### src/rtl/sw_debounce_pkg.sv
// Shared types and helpers for the switch debouncer.
package sw_debounce_pkg;

  typedef enum logic [1:0] {ST_LO, ST_PEND_HI, ST_HI, ST_PEND_LO} db_state_t;

  // Number of CLK cycles the synchronized switch must stay stable
  function automatic int cnt_max(int f_hz, int us);
    return (f_hz / 1_000_000) * us;
  endfunction

endpackage

### src/rtl/sw_debounce_sync.sv
// Generic N-flop synchronizer for asynchronous board inputs.
module sync_ff #(
  parameter int unsigned STAGES = 2
) (
  input  logic CLK,
  input  logic RST,
  input  logic d,
  output logic q
);

  if (STAGES < 2) begin : g_bad_stages
    $error("sync_ff: STAGES must be >= 2");
  end

  logic [STAGES-1:0] chain;

  always_ff @(posedge CLK or posedge RST) begin
    if (RST) chain <= '0;
    else     chain <= {chain[STAGES-2:0], d};
  end

  assign q = chain[STAGES-1];

endmodule

### src/rtl/sw_debounce.sv
// Switch conditioning: synchronizer, counter-qualified debounce FSM, edge pulses and toggle.
module sw_debounce
  import sw_debounce_pkg::*;
#(
  parameter int          CLK_FREQ_HZ = 50_000_000,
  parameter int          DEBOUNCE_US = 10_000,
  parameter int unsigned SYNC_STAGES = 2
) (
  input  logic CLK,
  input  logic RST,
  input  logic SW,
  output logic SW_DB,
  output logic SW_RISE,
  output logic SW_FALL,
  output logic SW_TOGGLE
);

  localparam int          CNT_MAX  = cnt_max(CLK_FREQ_HZ, DEBOUNCE_US);
  localparam int unsigned CNT_W    = (CNT_MAX < 1) ? 1 : $clog2(CNT_MAX + 1);
  localparam logic [CNT_W-1:0] CNT_LAST = CNT_W'(CNT_MAX - 1);

  if (CNT_MAX < 1) begin : g_bad_cnt
    $error("sw_debounce: CNT_MAX must be >= 1");
  end

  logic             s;
  db_state_t        state_q, state_nx;
  logic [CNT_W-1:0] cnt_q, cnt_nx;
  logic             rise_nx, fall_nx, db_nx;

  sync_ff #(.STAGES(SYNC_STAGES)) u_sync (
    .CLK (CLK),
    .RST (RST),
    .d   (SW),
    .q   (s)
  );

  // Next state: count consecutive disagreeing samples, any agreeing sample aborts
  always_comb begin
    state_nx = state_q;
    cnt_nx   = '0;
    rise_nx  = 1'b0;
    fall_nx  = 1'b0;
    case (state_q)
      ST_LO: begin
        if (s) begin
          if (CNT_MAX == 1) begin
            state_nx = ST_HI;
            rise_nx  = 1'b1;
          end else begin
            state_nx = ST_PEND_HI;
            cnt_nx   = CNT_W'(1);
          end
        end
      end
      ST_PEND_HI: begin
        if (!s) begin
          state_nx = ST_LO;
        end else if (cnt_q == CNT_LAST) begin
          state_nx = ST_HI;
          rise_nx  = 1'b1;
        end else begin
          cnt_nx = cnt_q + CNT_W'(1);
        end
      end
      ST_HI: begin
        if (!s) begin
          if (CNT_MAX == 1) begin
            state_nx = ST_LO;
            fall_nx  = 1'b1;
          end else begin
            state_nx = ST_PEND_LO;
            cnt_nx   = CNT_W'(1);
          end
        end
      end
      ST_PEND_LO: begin
        if (s) begin
          state_nx = ST_HI;
        end else if (cnt_q == CNT_LAST) begin
          state_nx = ST_LO;
          fall_nx  = 1'b1;
        end else begin
          cnt_nx = cnt_q + CNT_W'(1);
        end
      end
      default: state_nx = ST_LO;
    endcase
    db_nx = (state_nx == ST_HI) || (state_nx == ST_PEND_LO);
  end

  always_ff @(posedge CLK or posedge RST) begin
    if (RST) begin
      state_q   <= ST_LO;
      cnt_q     <= '0;
      SW_DB     <= 1'b0;
      SW_RISE   <= 1'b0;
      SW_FALL   <= 1'b0;
      SW_TOGGLE <= 1'b0;
    end else begin
      state_q   <= state_nx;
      cnt_q     <= cnt_nx;
      SW_DB     <= db_nx;
      SW_RISE   <= rise_nx;
      SW_FALL   <= fall_nx;
      SW_TOGGLE <= SW_TOGGLE ^ rise_nx;
    end
  end

endmodule

### config.mk
export PLATFORM = sky130hd
export DESIGN_NAME = sw_debounce
export DESIGN_NICKNAME = d
export VERILOG_FILES = /design/src/rtl/sw_debounce_pkg.sv /design/src/rtl/sw_debounce_sync.sv /design/src/rtl/sw_debounce.sv
export SDC_FILE = /design/constraint.sdc
export NUM_CORES = 1
export LEC_CHECK = 0
export CAP_MARGIN = 20
export CORE_MARGIN = 3
export CORE_UTILIZATION = 60
export CTS_CLUSTER_DIAMETER = 80
export CTS_CLUSTER_SIZE = 24
export DETAILED_ROUTE_END_ITERATION = 8
export PLACE_DENSITY_LB_ADDON = 0.12
export SLEW_MARGIN = 25
export SYNTH_ARGS = -nofsm -noshare
export SYNTH_HDL_FRONTEND = slang
export SYNTH_SLANG_ARGS = --single-unit
### constraint.sdc
create_clock -name CLK -period 3.99 [get_ports CLK]
set_input_delay 0.798 -clock CLK [delete_from_list [all_inputs] [get_ports CLK]]
set_output_delay 0.798 -clock CLK [all_outputs]
set_load 0.05 [all_outputs]
# Word-level counts from Yosys, hierarchy flattened
# Cells that the tools add are included.
dict set report op_classes {
  mux 18
  bitwise 1
  n_addsub 1
  n_reduce_logical 2
  eq_ne 6
}
# operator n
set op_table {}
lappend op_table {{$pmux 19 s4} 1}
lappend op_table {{$mux 19} 3}
lappend op_table {{$add 19x1->19 const B} 1}
lappend op_table {{$eq 19x19->1 const B} 1}
lappend op_table {{$mux 2} 6}
lappend op_table {{$eq 2x2->1 const B} 4}
lappend op_table {{$pmux 2 s4} 1}
lappend op_table {{$mux 1} 7}
lappend op_table {{$eq 2x1->1 const B} 1}
lappend op_table {{$logic_not 2->1} 1}
lappend op_table {{$logic_or 1x1->1} 1}
lappend op_table {{$xor 1x1->1} 1}
dict set report totals {
  regBits 27
  word_cells 35
  output_inout_bits 4
}

# Depth between registers and ports, before layout
# Gate-level depths: netlist (run 1).
dict set report depth {
  ltp_word 6
  depth_mapped 7
  ltp_nobuf 5
}

# Hierarchy
# Synthesis (run 1) repeated with hierarchy kept, for this count alone.
dict set report unflattened {
  cells_unflattened 123
  area_unflattened_um2 1307.5
}
# module area_per_inst_um2 instances cells_per_inst
set modules_own_cells {}
lappend modules_own_cells {sw_debounce 1253.7 1 120}
lappend modules_own_cells {sync_ff 53.8 1 3}

# Worst setup path before layout (run 1)
# Ideal clock, no wire load.
dict set report synth_timing {
  path_kind {register to register}
  start {register cnt_q[0]}
  end {register cnt_q[18]}
  synth_period_minus_slack_ns 1.884
  path_stages_with_launch 6
  setup_ns 0.077
  slack_ns 2.106
  arrival_time_ns 1.807
  path_cell_list {dfrtp_1 -> ha_1 -> nand4_1 -> or4_4 -> or4_1 -> a21oi_1}
}
dict set report synth_between {
  elab_chain_len 4
  elab_cells_between_ends 6
}
# element line
set synth_lines {}
lappend synth_lines {{start: declaration} sw_debounce.sv:28} ;# logic [CNT_W-1:0] cnt_q, cnt_nx;
lappend synth_lines {{start signal: assignment} sw_debounce.sv:102} ;# cnt_q <= cnt_nx;
lappend synth_lines {{$add 19x1->19 / $eq 19x19->1 (equally long branches)} n/a}
lappend synth_lines {{$mux 19 (*)} {sw_debounce.sv:59, sw_debounce.sv:80}}
lappend synth_lines {{$mux 19, on equally long branches} {sw_debounce.sv:78, sw_debounce.sv:57}}
lappend synth_lines {{$pmux 19 s4 (*)} sw_debounce.sv:44} ;# case (state_q)
lappend synth_lines {{named net cnt_nx[18]} sw_debounce.sv:28}
# The timed path passes the listed nets; every way through them passes the cells marked *.

# Worst setup path after layout (run 1)
dict set report layout_timing {
  start {register SW_TOGGLE}
  end {output port SW_TOGGLE}
}
# element line
set layout_rtl {}
lappend layout_rtl {{start: declaration} sw_debounce.sv:15} ;# output logic SW_TOGGLE
lappend layout_rtl {{start signal: assignment} sw_debounce.sv:106} ;# SW_TOGGLE <= SW_TOGGLE ^ rise_nx;
# No word-level cell between the ends.

==> impl_summary.md, run 1 <==
Status
The flow ran to the end, and the final reports show no timing, DRC or antenna violations.

Detailed routing
Using the TritonRoute via totals, the vias-per-cell ratio works out to 6.03. The total wire length after detailed routing is 2.27 mm. After detailed routing, the average wire length per cell comes to 14.7 um. The via total after detailed routing is 935. The post-route antenna net violation count is 0. The number of design-rule violations left by the first detailed-router iteration is 28. The first detailed-routing pass took 4 iterations. For this run, design rule violations remaining after detail routing come to 0.

Pwr
The analysis attributes to net switching a power of 0.0000920 W. The internal power of the cells totals 0.000320 W. The static leakage is 0.540 nW. Combinational logic is responsible for 3.6% of the overall power. In this run the power density over the cells is 300 mW/mm^2.

VDD sags by at most 0.216 mV. The sequential share of power is 67.8%. In this run switching power makes up 22.3% of total power.

The clock network accounts for 28.6% of the total power.

Clock tree
The cell at the root of the clock tree is sky130_fd_sc_hd__clkbuf_4. The clock sink count is 27. The count of instances resized after the clock tree is built is 0.

The number of buffers created by CTS is 3. The maximum count of clock buffers along a single path is 2. The number of H-tree levels is 1. The clock input transition at the sequential cells of the worst setup and hold paths is 140 ps. Clock latency on the worst-skew pair, taken at its later pin, is 320 ps.

The count of hold buffers inserted by post-cts repair is 0. The post-CTS setup buffer count is 0. TritonCTS built the clock tree.

Synth
The mean instance size in the synthesized netlist is 10.5 um^2. The post-synthesis net count is 125. Counting every instance in the synthesized netlist gives 121. The flop and latch count out of synthesis is 27.

The Yosys step of the flow raised 0 warnings. The number of different library cells in the post-synthesis netlist is 31. Sequential elements use 53.1% of the synthesized area. The mapped netlist covers 0.00127 mm^2.

STA
For this run, the top clock speed supported by timing is 429 MHz. The number of setup violations in the final report is 0. For the finished layout, the period the worst path requires is 2330 ps. Setup repair after global routing left no endpoint under its margin. The number of pins exceeding their max-slew limit in the final report is 0. Headroom to the max-slew limit came out at 37.9%. The worst-margin pin slew is 926 ps. The worst-case hold slack is 380 ps. The setup TNS is 0 ps. The final critical path takes up 58.4% of the cycle.

On the final layout, the worst clock skew is 2.35 ps. The number of endpoints with negative hold slack in the final report was 0.

Final layout
In the final layout, the share of cells above drive strength 1 is 7.03%. The synthesis-to-finish area growth is 8.06%. At the end of the flow the core is filled with cells to 69.4%. The count of antenna diodes in the layout is 0. After the last flow step, the layout net total stands at 133. The final cell count without fillers is 155. Counting the fill cells in the layout gives 154.

Critical path
The worst setup path is launched from a flip-flop. For the worst setup path, the data arrival time is 1530 ps. The largest single stage delay on the critical path is 810 ps. Walking the worst path, the cells encountered are clkdlybuf4s50_1. On the critical path, the stage with the largest delay is an instance of sky130_fd_sc_hd__clkdlybuf4s50_1. The count of buffering cells on the critical path with inverters included is 1.

The setup path with the least slack is of type flip-flop to primary output. Of all nets on the critical path, the largest fanout is 2. STA classifies the critical path endpoint as a primary output. Grouping stages by cell kind, the critical path spends the most delay in buffers and inverters. For the worst setup path, the data required time is 3190 ps.

Run
Across the run, the number of max-cap violations was 0.

Floorplan
The floorplan step defined a core boundary enclosing 0.00198 mm^2. The die boundary width is 52.1 um. The die is 52.1 um tall. The top-level port count is 7. Once the floorplan was initialized, standard cells occupied 64.2% of the core.

The placement row count is 16. The die footprint is 0.00271 mm^2.

GRT
The number of antenna violations at the first check in global routing is 0. The overall track demand over capacity in global routing is 20.3%. The total overflow left after global routing is 0. The wire length of the first global-routing pass is 4.06 mm. The number of global-route vias before repair is 949. The pin count of the biggest net entering global routing is 28.

Placed design
Counting tap cells, the placed design contains a total of 151 instances. Routability-driven placement finished with a final weighted congestion of 0.843. The wire-length estimate of the detail-placed layout is 1.61 mm. Buffers placed on the I/O ports in this run total 6.

Worst hold path
In this run the worst hold path is classified as flip-flop to flip-flop.
==> cell usage after synthesis <==
cell type	instances	area share [%]
sky130_fd_sc_hd__or4_4	1	0.88
sky130_fd_sc_hd__nand2_2	1	0.49
sky130_fd_sc_hd__and2_1	1	0.49
sky130_fd_sc_hd__or4_1	3	1.8
sky130_fd_sc_hd__dfrtp_1	27	53
sky130_fd_sc_hd__or3_1	4	2.0
sky130_fd_sc_hd__nand2_1	6	1.8
sky130_fd_sc_hd__xnor2_1	7	4.8
sky130_fd_sc_hd__nor2b_1	1	0.49
sky130_fd_sc_hd__ha_1	1	0.98
sky130_fd_sc_hd__nand2b_1	1	0.49
sky130_fd_sc_hd__buf_2	2	0.79
sky130_fd_sc_hd__or4b_1	1	0.79
sky130_fd_sc_hd__nor2_1	13	3.8
sky130_fd_sc_hd__nor4_4	1	1.7
sky130_fd_sc_hd__inv_1	5	1.5
sky130_fd_sc_hd__mux2_2	2	1.8
sky130_fd_sc_hd__xor2_1	6	4.1
sky130_fd_sc_hd__nor4_1	3	1.5
sky130_fd_sc_hd__nor3b_1	1	0.59
sky130_fd_sc_hd__o21ai_0	3	1.2
sky130_fd_sc_hd__nor3_1	1	0.39
sky130_fd_sc_hd__nand3_1	7	2.8
sky130_fd_sc_hd__o31ai_1	3	1.8
sky130_fd_sc_hd__a21boi_0	1	0.59
sky130_fd_sc_hd__nand4_1	7	3.4
sky130_fd_sc_hd__and4_1	2	1.4
sky130_fd_sc_hd__and2_2	1	0.59
sky130_fd_sc_hd__a21o_1	2	1.2
sky130_fd_sc_hd__a21oi_1	6	2.4
sky130_fd_sc_hd__buf_4	1	0.59
==> layer usage <==
| metal | share of wire [%] | vias to the layer above | GRT usage [%] |
|---|---|---|---|
| met4 | 2.6 | 0 | 10.5 |
| met1 | 43 | 464 | 23.3 |
| met3 | 3.3 | 9 | 4.30 |
| met5 | 0 | - | 0 |
| li1 | - | 442 | - |
| met2 | 51 | 20 | 35.1 |
==> power by group through the flow <==
stage / Sequential (W) / Clock [W] / Combinational [W]
after floorplan: 0.000284 / 0 / 0.0000113
after global placement: 0.000284 / 0 / 0.0000147
after detailed placement: 0.000285 / 0 / 0.0000155
after CTS: 0.000279 / 0.000119 / 0.0000156
after global routing: 0.000280 / 0.000128 / 0.0000175
final: 0.000279 / 0.000118 / 0.0000151
==> sequential cells by signal (all words and copies together), names as in the netlist <==
register,cells
SW_RISE,1
state_q,2
SW_DB,1
cnt_q,19
SW_TOGGLE,1
u_sync.chain,2
SW_FALL,1
==> metrics by stage <==
step	cell area (um^2)	power [W]	worst slack, ps
after detailed placement	1350	0.000300	1860
after global routing	1380	0.000426	1600
final	1380	0.000412	1660
after CTS	1380	0.000414	1650
after global placement	1350	0.000299	1970
after floorplan	1270	0.000295	2110
==> placed cells by master, fill, tap and decap left out, types with 4 or more instances in the layout <==
| cell | instances |
|---|---|
| sky130_fd_sc_hd__inv_1 | 4 |
| sky130_fd_sc_hd__nand2_1 | 6 |
| sky130_fd_sc_hd__nand3_1 | 7 |
| sky130_fd_sc_hd__a21oi_1 | 6 |
| sky130_fd_sc_hd__xnor2_1 | 7 |
| sky130_fd_sc_hd__nor2_1 | 13 |
| sky130_fd_sc_hd__nand4_1 | 7 |
| sky130_fd_sc_hd__or3_1 | 4 |
| sky130_fd_sc_hd__dfrtp_1 | 27 |
| sky130_fd_sc_hd__clkdlybuf4s50_1 | 6 |
| sky130_fd_sc_hd__xor2_1 | 6 |
==> worst paths after layout <==
path                                            from                        end  slack [ps]  depth (start not counted)
min in group asynchronous                        RST        SW_TOGGLE$_DFF_PP0_         850                          2
setup / recovery                 SW_TOGGLE$_DFF_PP0_                  SW_TOGGLE        1660                          1
max in group asynchronous                        RST         cnt_q[9]$_DFF_PP0_        2710                          2
setup reg to reg                  cnt_q[0]$_DFF_PP0_        cnt_q[14]$_DFF_PP0_        1850                          5
hold / removal             u_sync.chain[0]$_DFF_PP0_  u_sync.chain[1]$_DFF_PP0_         380                          0
hold reg to reg            u_sync.chain[0]$_DFF_PP0_  u_sync.chain[1]$_DFF_PP0_         380                          0
==> layout make-up <==
cell class	count	area, um^2	share of cell area [%]
clock buffers	4	26.3	1.91
multi-input cells	86	561	40.8
repair buffers	6	60.1	4.37
inverters	5	18.8	1.36
flip-flops and latches	27	676	49.1
well taps	27	33.8	2.46
==> kinds of logic (layout without fill, tap and decap cells) <==
logic type | Yosys count | count (layout) | share of synthesized area [%]
simple gates | 55 | 55 | 25.3
flops | 27 | 27 | 53.1
compound gates | 15 | 15 | 7.08
xor+xnor | 13 | 13 | 8.95
buf+inv | 8 | 15 | 2.85
mux | 2 | 2 | 1.77
fa+ha+maj | 1 | 1 | 0.983
(Power assumes the default switching activity.)
==> inputs of run 2 (changes only) <==
- CORE_UTILIZATION: 60 -> 52
- clock period: 3.99 -> 2 ns (I/O delays scaled with it)
==> run 2 against run 1 <==
  * Power up 100%
  * Flip-flop and latch count unchanged
  * Worst hold slack worse by 4.6 ps
  * Largest power group unchanged
==> impl_summary.md, run 2 (synthesis gave the netlist of run 1 again) <==
Pwr
Of the total power, the clock network draws 28.0%. The combinational share of power is 4.9%. The analysis attributes to net switching a power of 0.000182 W. The internal power consumption is 0.000648 W. Total power for the finished layout comes to 0.000830 W. The total power per unit cell area is 562 mW/mm^2. Of the total power, the share spent switching nets is 21.9%. The share of total power dissipated in sequential elements is 67.1%. VDD sags by at most 0.545 mV. The analysis attributes to cell leakage a power of 0.600 nW.

STA
The maximum operating frequency is 519 MHz. After layout, the worst path uses 96.4% of the clock period. The number of pins exceeding their max-slew limit in the final report is 0.

The number of endpoints with negative hold slack in the final report is 0. The setup skew after layout is 3.99 ps. The worst-margin pin slew is 501 ps. Setup violations remaining at the end of the flow were counted as 0. The setup TNS is 0 ps. Measured against its own limit, the worst slew margin works out to 66.5%. Setup repair after global routing left no endpoint under its margin. The worst path in the final design needs a cycle of 1930 ps, including I/O delays and setup.

Clock tree
Counting the buffers created by CTS gives 3. Counting every sink on the clock net gives 27. The tree is rooted in a sky130_fd_sc_hd__clkbuf_4. After clock tree synthesis, the flow added hold-fix buffers numbering 0. The CTS tree is done. CTS built an H-tree with a depth of 1.

Clock-pin slew was measured on the worst setup and hold paths at 140 ps. The maximum count of clock buffers along a single path is 2. The clock insertion delay at the later pin of the skew report is 320 ps.

Detailed routing
The final routed DRC violation total is 0. The via density per instance is 5.74. The post-route antenna net violation count is 0. Dividing the detail-routed wire length by the instance count gives 14.0 um. The first routing iteration left 31 violations. For this block, the routed nets add up to 2.33 mm of wire. Before antenna repair, the detailed router went through 4 iterations. Summing over every cut layer, the via total after detailed routing is 953.

Final layout
The fraction of layout instances using a drive strength above 1 is 15.2%. The library cell used most frequently in the layout, excluding fill and tap cells, is sky130_fd_sc_hd__dfrtp_1. The count of antenna diodes in the layout is 0. The library cells used most frequently in the layout, excluding fill and tap cells, are 27 x sky130_fd_sc_hd__dfrtp_1, 13 x sky130_fd_sc_hd__nor2_1, 9 x sky130_fd_sc_hd__buf_4, 7 x sky130_fd_sc_hd__nand4_1, 7 x sky130_fd_sc_hd__xnor2_1. Counting flops per register, the top entry is cnt_q. The synthesis-to-finish area growth is 15.9%.

The largest registers in the layout are cnt_q x19, state_q x2, u_sync.chain x2. The final net count is 143. The register with the most flip-flops in the layout has 19 of them.

GRT
The number of global-route vias before repair is 989. The first global-routing pass estimated 4.22 mm of wire. The overall track demand over capacity in global routing is 17.0%. The number of antenna violations at the first check in global routing is 0. The final global-route overflow total is 0.

Entering global routing, the biggest net connects 28 pins.

Floorplan
Pin placement for this block handled 7 I/O pins. The floorplan step set the die height to 55.5 um. The die boundary width is 55.5 um. The starting utilization of the core area is 55.9%. The placement row count is 17.

The core box area is 0.00228 mm^2. The die covers 0.00308 mm^2.

Critical path
The largest incremental delay on the critical path is 820 ps. The startpoint of the most critical register-to-register path is cnt_q[1]$_DFF_PP0_. The critical path depth is 1. STA classifies the critical path startpoint as a flip-flop. The maximum fanout along the worst path is 2. In this run the worst setup path begins at SW_TOGGLE$_DFF_PP0_. The data required time of the worst path is 1600 ps.

The worst reg2reg path depth is 5. The count of buffering cells on the critical path with inverters included is 1. The endpoint of the most critical register-to-register path is cnt_q[18]$_DFF_PP0_.

STA puts the critical path data arrival time at 1530 ps. The setup check on the worst reg-to-reg path leaves a slack of 150 ps. The largest delay contributor family on the critical path is buffers and inverters. The capture point of the worst path is SW_TOGGLE.

The standard cell with the maximum stage delay on the critical path is sky130_fd_sc_hd__clkdlybuf4s50_1. The element type at the critical path end is a primary output. The type of the worst setup path is flip-flop to primary output.

The signal on the critical path passes through clkdlybuf4s50_1.

Placed design
The HPWL after detailed placement is 1.68 mm. Routability-driven placement finished with a final weighted congestion of 0.905. The count of buffers added on input and output ports is 6.

Status
The run finished with clean final reports.

Run
The max capacitance violation total is 0.

Worst hold path
The path class of the tightest hold or removal check is flip-flop to flip-flop.
[run 2: cell types whose count changed in the layout (fill, tap and decap cells not counted), sizes merged]
cell	before	now
buf	0	10
inv	4	5
clkinv	1	0
[run 2: timing repair]
item	CTS	global route
gates resized for setup	0	2
setup buffers	1	1
pin swaps	0	1
endpoints found under the setup margin	1	1
[run 2: cell type report]
type	instances	area, um^2
Sequential cell	27	676
Tap cell	28	35.0
Multi-Input combinational cell	86	572
Fill cell	185	801
Inverter	5	18.8
Clock buffer	4	26.3
Timing Repair Buffer	16	148
[run 2: through the flow]
stage | utilization (%) | setup WS (ps) | area (um^2) | cells | hold slack, ps
floorplan | - | 116 | 1270 | 121 | 331
global placement | 62.5 | 138 | 1420 | 160 | 340
detailed placement | 62.5 | 51.3 | 1420 | 160 | 344
CTS | 64.0 | 20.9 | 1460 | 165 | 388
global route | 64.8 | 17.1 | 1480 | 166 | 404
finish | 64.8 | 71.8 | 1480 | 166 | 375
[run 2: worst min path at each step]
| stage | from | endpoint | slack (ps) | depth (start not counted) |
|---|---|---|---|---|
| finish | u_sync.chain[0]$_DFF_PP0_ | u_sync.chain[1]$_DFF_PP0_ | 370 | 0 |
| CTS | u_sync.chain[0]$_DFF_PP0_ | u_sync.chain[1]$_DFF_PP0_ | 390 | 0 |
| detailed placement | u_sync.chain[0]$_DFF_PP0_ | u_sync.chain[1]$_DFF_PP0_ | 340 | 0 |
| floorplan | u_sync.chain[0]$_DFF_PP0_ | u_sync.chain[1]$_DFF_PP0_ | 330 | 0 |
| global route | u_sync.chain[0]$_DFF_PP0_ | u_sync.chain[1]$_DFF_PP0_ | 400 | 0 |
| global placement | u_sync.chain[0]$_DFF_PP0_ | u_sync.chain[1]$_DFF_PP0_ | 340 | 0 |
[run 2: routing by layer]
metal / global-route usage [%] / share of wire (%) / vias to the layer above
met3: 2.10 / 2.3 / 5
met4: 9.38 / 2.0 / 0
li1: - / - / 465
met1: 19.7 / 44 / 474
met2: 30.1 / 51 / 9
met5: 0 / 0 / -
[run 2: power groups by stage]
stage / clock (W) / combinational, W / sequential [W]
2_1_floorplan: 0 / 0.0000226 / 0.000566
3_3_place_gp: 0 / 0.0000396 / 0.000566
3_5_place_dp: 0 / 0.0000407 / 0.000567
4_1_cts: 0.000241 / 0.0000424 / 0.000556
5_1_grt: 0.000261 / 0.0000461 / 0.000558
6_report: 0.000233 / 0.0000408 / 0.000556
==> inputs of run 3 (changes only) <==
- ABC_CLOCK_PERIOD_IN_PS: default -> 2000
- CORE_UTILIZATION: 52 -> 55
- CTS_BUF_LIST: default -> sky130_fd_sc_hd__clkbuf_4 sky130_fd_sc_hd__clkbuf_8
==> run 3 against run 2 <==
  * Highest routed layer unchanged
  * Routed wire length decreased by 1.8%
  * Sequential power about the same
  * Global-route usage increased by 2.7 points
==> impl_summary.md, run 3 (synthesis gave the netlist of run 1 again) <==
Status
The run finished with clean final reports.

Clock tree
The cell at the root of the clock tree is sky130_fd_sc_hd__clkbuf_4. The clock input transition at the sequential cells of the worst setup and hold paths is 140 ps. The number of buffers created by CTS is 3. CTS built an H-tree with a depth of 1.

The post-CTS setup buffer count is 0. The CTS tree is done. The clock sink count is 27. The longest clock path from root to sink contains 2 buffers. The clock insertion delay at the later pin of the skew report is 320 ps.

STA
The setup slack of the critical path after layout is 84.9 ps. Adding up every negative setup slack in the final design gives 0 ps. The worst-case hold slack is 367 ps. The clock period minus worst slack is 1920 ps. The number of setup violations in the final report is 0. The worst-margin pin slew is 499 ps. Setup repair after global routing left no endpoint under its margin. Of the available clock period, the critical path in the final layout requires 95.8%. The max-slew headroom at the worst pin is 66.6%. The number of endpoints with negative hold slack in the final report is 0.

The number of pins exceeding their max-slew limit in the final report is 0. For this run, the top clock speed supported by timing is 522 MHz. Across the routed clock network, the largest skew measured is 2.78 ps.

Final layout
The multi-input logic area is 566 um^2. The most common cell after layout, fill and taps aside is sky130_fd_sc_hd__dfrtp_1. The filler cell count in the final layout is 169. The number of flip-flops in the largest register is 19. The repair_antennas step left the layout with diodes totalling 0.

Relative to the synthesized area, the layout overhead comes to 13.3%. For this run, the number of standard cells in the final layout without fillers is 161. The final net count is 139. The register with the most flip-flops is cnt_q. The largest registers in the layout are cnt_q x19, state_q x2, u_sync.chain x2. The register area is 676 um^2. In the layout the commonest cells are 27 x sky130_fd_sc_hd__dfrtp_1, 13 x sky130_fd_sc_hd__nor2_1, 7 x sky130_fd_sc_hd__nand4_1, 7 x sky130_fd_sc_hd__nand3_1, 7 x sky130_fd_sc_hd__xnor2_1.

The fraction of layout instances using a drive strength above 1 is 12.7%.

Critical path
STA puts the critical path data arrival time at 1520 ps. The critical path is of the flip-flop to primary output type. On the critical path the largest part of the delay comes from buffers and inverters. Measured in cells, the most critical reg-to-reg path has a length of 4.

The count of buffering cells on the critical path with inverters included is 1. The startpoint of the most critical register-to-register path is cnt_q[12]$_DFF_PP0_. On the worst path, the slowest cell contributes a delay of 810 ps.

In this run the number of cells on the critical path is 1. The signal on the critical path passes through clkdlybuf4s50_1. Along the worst path, the maximum fanout reaches 2. The type of element launching the critical path is a flip-flop.

The element type at the critical path end is a primary output. Among all stages on the critical path, the largest delay is contributed by sky130_fd_sc_hd__clkdlybuf4s50_1. At the worst endpoint, the required time is 1600 ps.

The critical path starts at SW_TOGGLE$_DFF_PP0_.

GRT
The first global-routing pass estimated 4.13 mm of wire. Global routing consumed, over all layers together, 19.6% of the routing resources. The number of global-route vias before repair is 910. The number of antenna violations at the first check in global routing is 0. Entering global routing, the biggest net connects 28 pins. Global routing finished with a remaining overflow of 0.

Worst hold path
The class of the tightest hold or removal check is flip-flop to flip-flop. The number of cells on the worst hold path is 0. The start point of the worst hold path is u_sync.chain[0]$_DFF_PP0_.

Placed design
After legalization and detailed placement, the total HPWL measured 1.59 mm. In this run, placement finished with an instance count of 157. In this run the tool buffered the top-level ports with 6 buffer cells.

Routability-driven placement finished with a final weighted congestion of 0.757. The post-placement setup slack is 67.4 ps.

Detailed routing
Dividing the detail-routed via count by the number of cells gives 5.82. The post-route antenna net violation count is 0. The routed design has 2.29 mm of wire. The final routed DRC violation total is 0. The number of iterations in the first detailed-routing pass is 4. The detail-routed net length per standard cell is 14.2 um. The via total after detailed routing is 937. The number of design-rule violations left by the first detailed-router iteration is 31.

Floorplan
For this configuration, the core starts out at a cell density of 61.1%. Measured along the x axis, the die boundary spans 54.1 um. In this run the standard cell core region covers 0.00208 mm^2. The die covers 0.00293 mm^2. The placement row count is 16. From bottom edge to top edge, the die measures 54.1 um. The top-level port count is 7.

Pwr
The total power per unit cell area is 584 mW/mm^2. The sum of internal, switching and leakage power is 0.000842 W. VDD sags by at most 0.415 mV.

Summed over all cells, the static leakage comes to 0.586 nW.

Run
The tool flagged a number of max-cap violations equal to 0.
run 3: cell type report:
class / count / area share [%]
sequential: 27 / 46.9
multi-input combinational: 86 / 39.2
timing repair buffer: 12 / 8.16
tap: 27 / 2.34
clock buffer: 4 / 2.08
inverter: 5 / 1.30
run 3: repair_timing:
item / in CTS / in global routing
hold buffers: 0 / 0
resized for setup: 0 / 1
endpoints found under the setup margin: 0 / 5
run 3: worst paths after layout:
check / to / slack [ps]
min in group asynchronous: state_q[0]$_DFF_PP0_ / 410
hold reg to reg: u_sync.chain[1]$_DFF_PP0_ / 370
setup reg to reg: SW_DB$_DFF_PP0_ / 130
hold / removal: u_sync.chain[1]$_DFF_PP0_ / 370
max in group asynchronous: cnt_q[16]$_DFF_PP0_ / 1350
setup / recovery: SW_TOGGLE / 80
run 3: through the flow:
stage | utilization (%) | area (um^2)
after global placement | 67.5 | 1410
after detailed placement | 67.5 | 1410
after global routing | 69.2 | 1440
after floorplan | - | 1270
final | 69.2 | 1440
after CTS | 69.0 | 1440
run 3: where the power goes:
part           total [W]  switching [W]  internal (W)
registers       0.000557     0.00000531      0.000552
logic          0.0000361      0.0000213     0.0000148
clock network   0.000249       0.000157     0.0000918
total           0.000842       0.000184      0.000658
run 3: layer usage:
layer | routed length, um | track usage [%]
met4 | 25 | 6.22
met1 | 1050 | 25.8
met3 | 129 | 4.99
met2 | 1080 | 31.9
met5 | 0 | 0
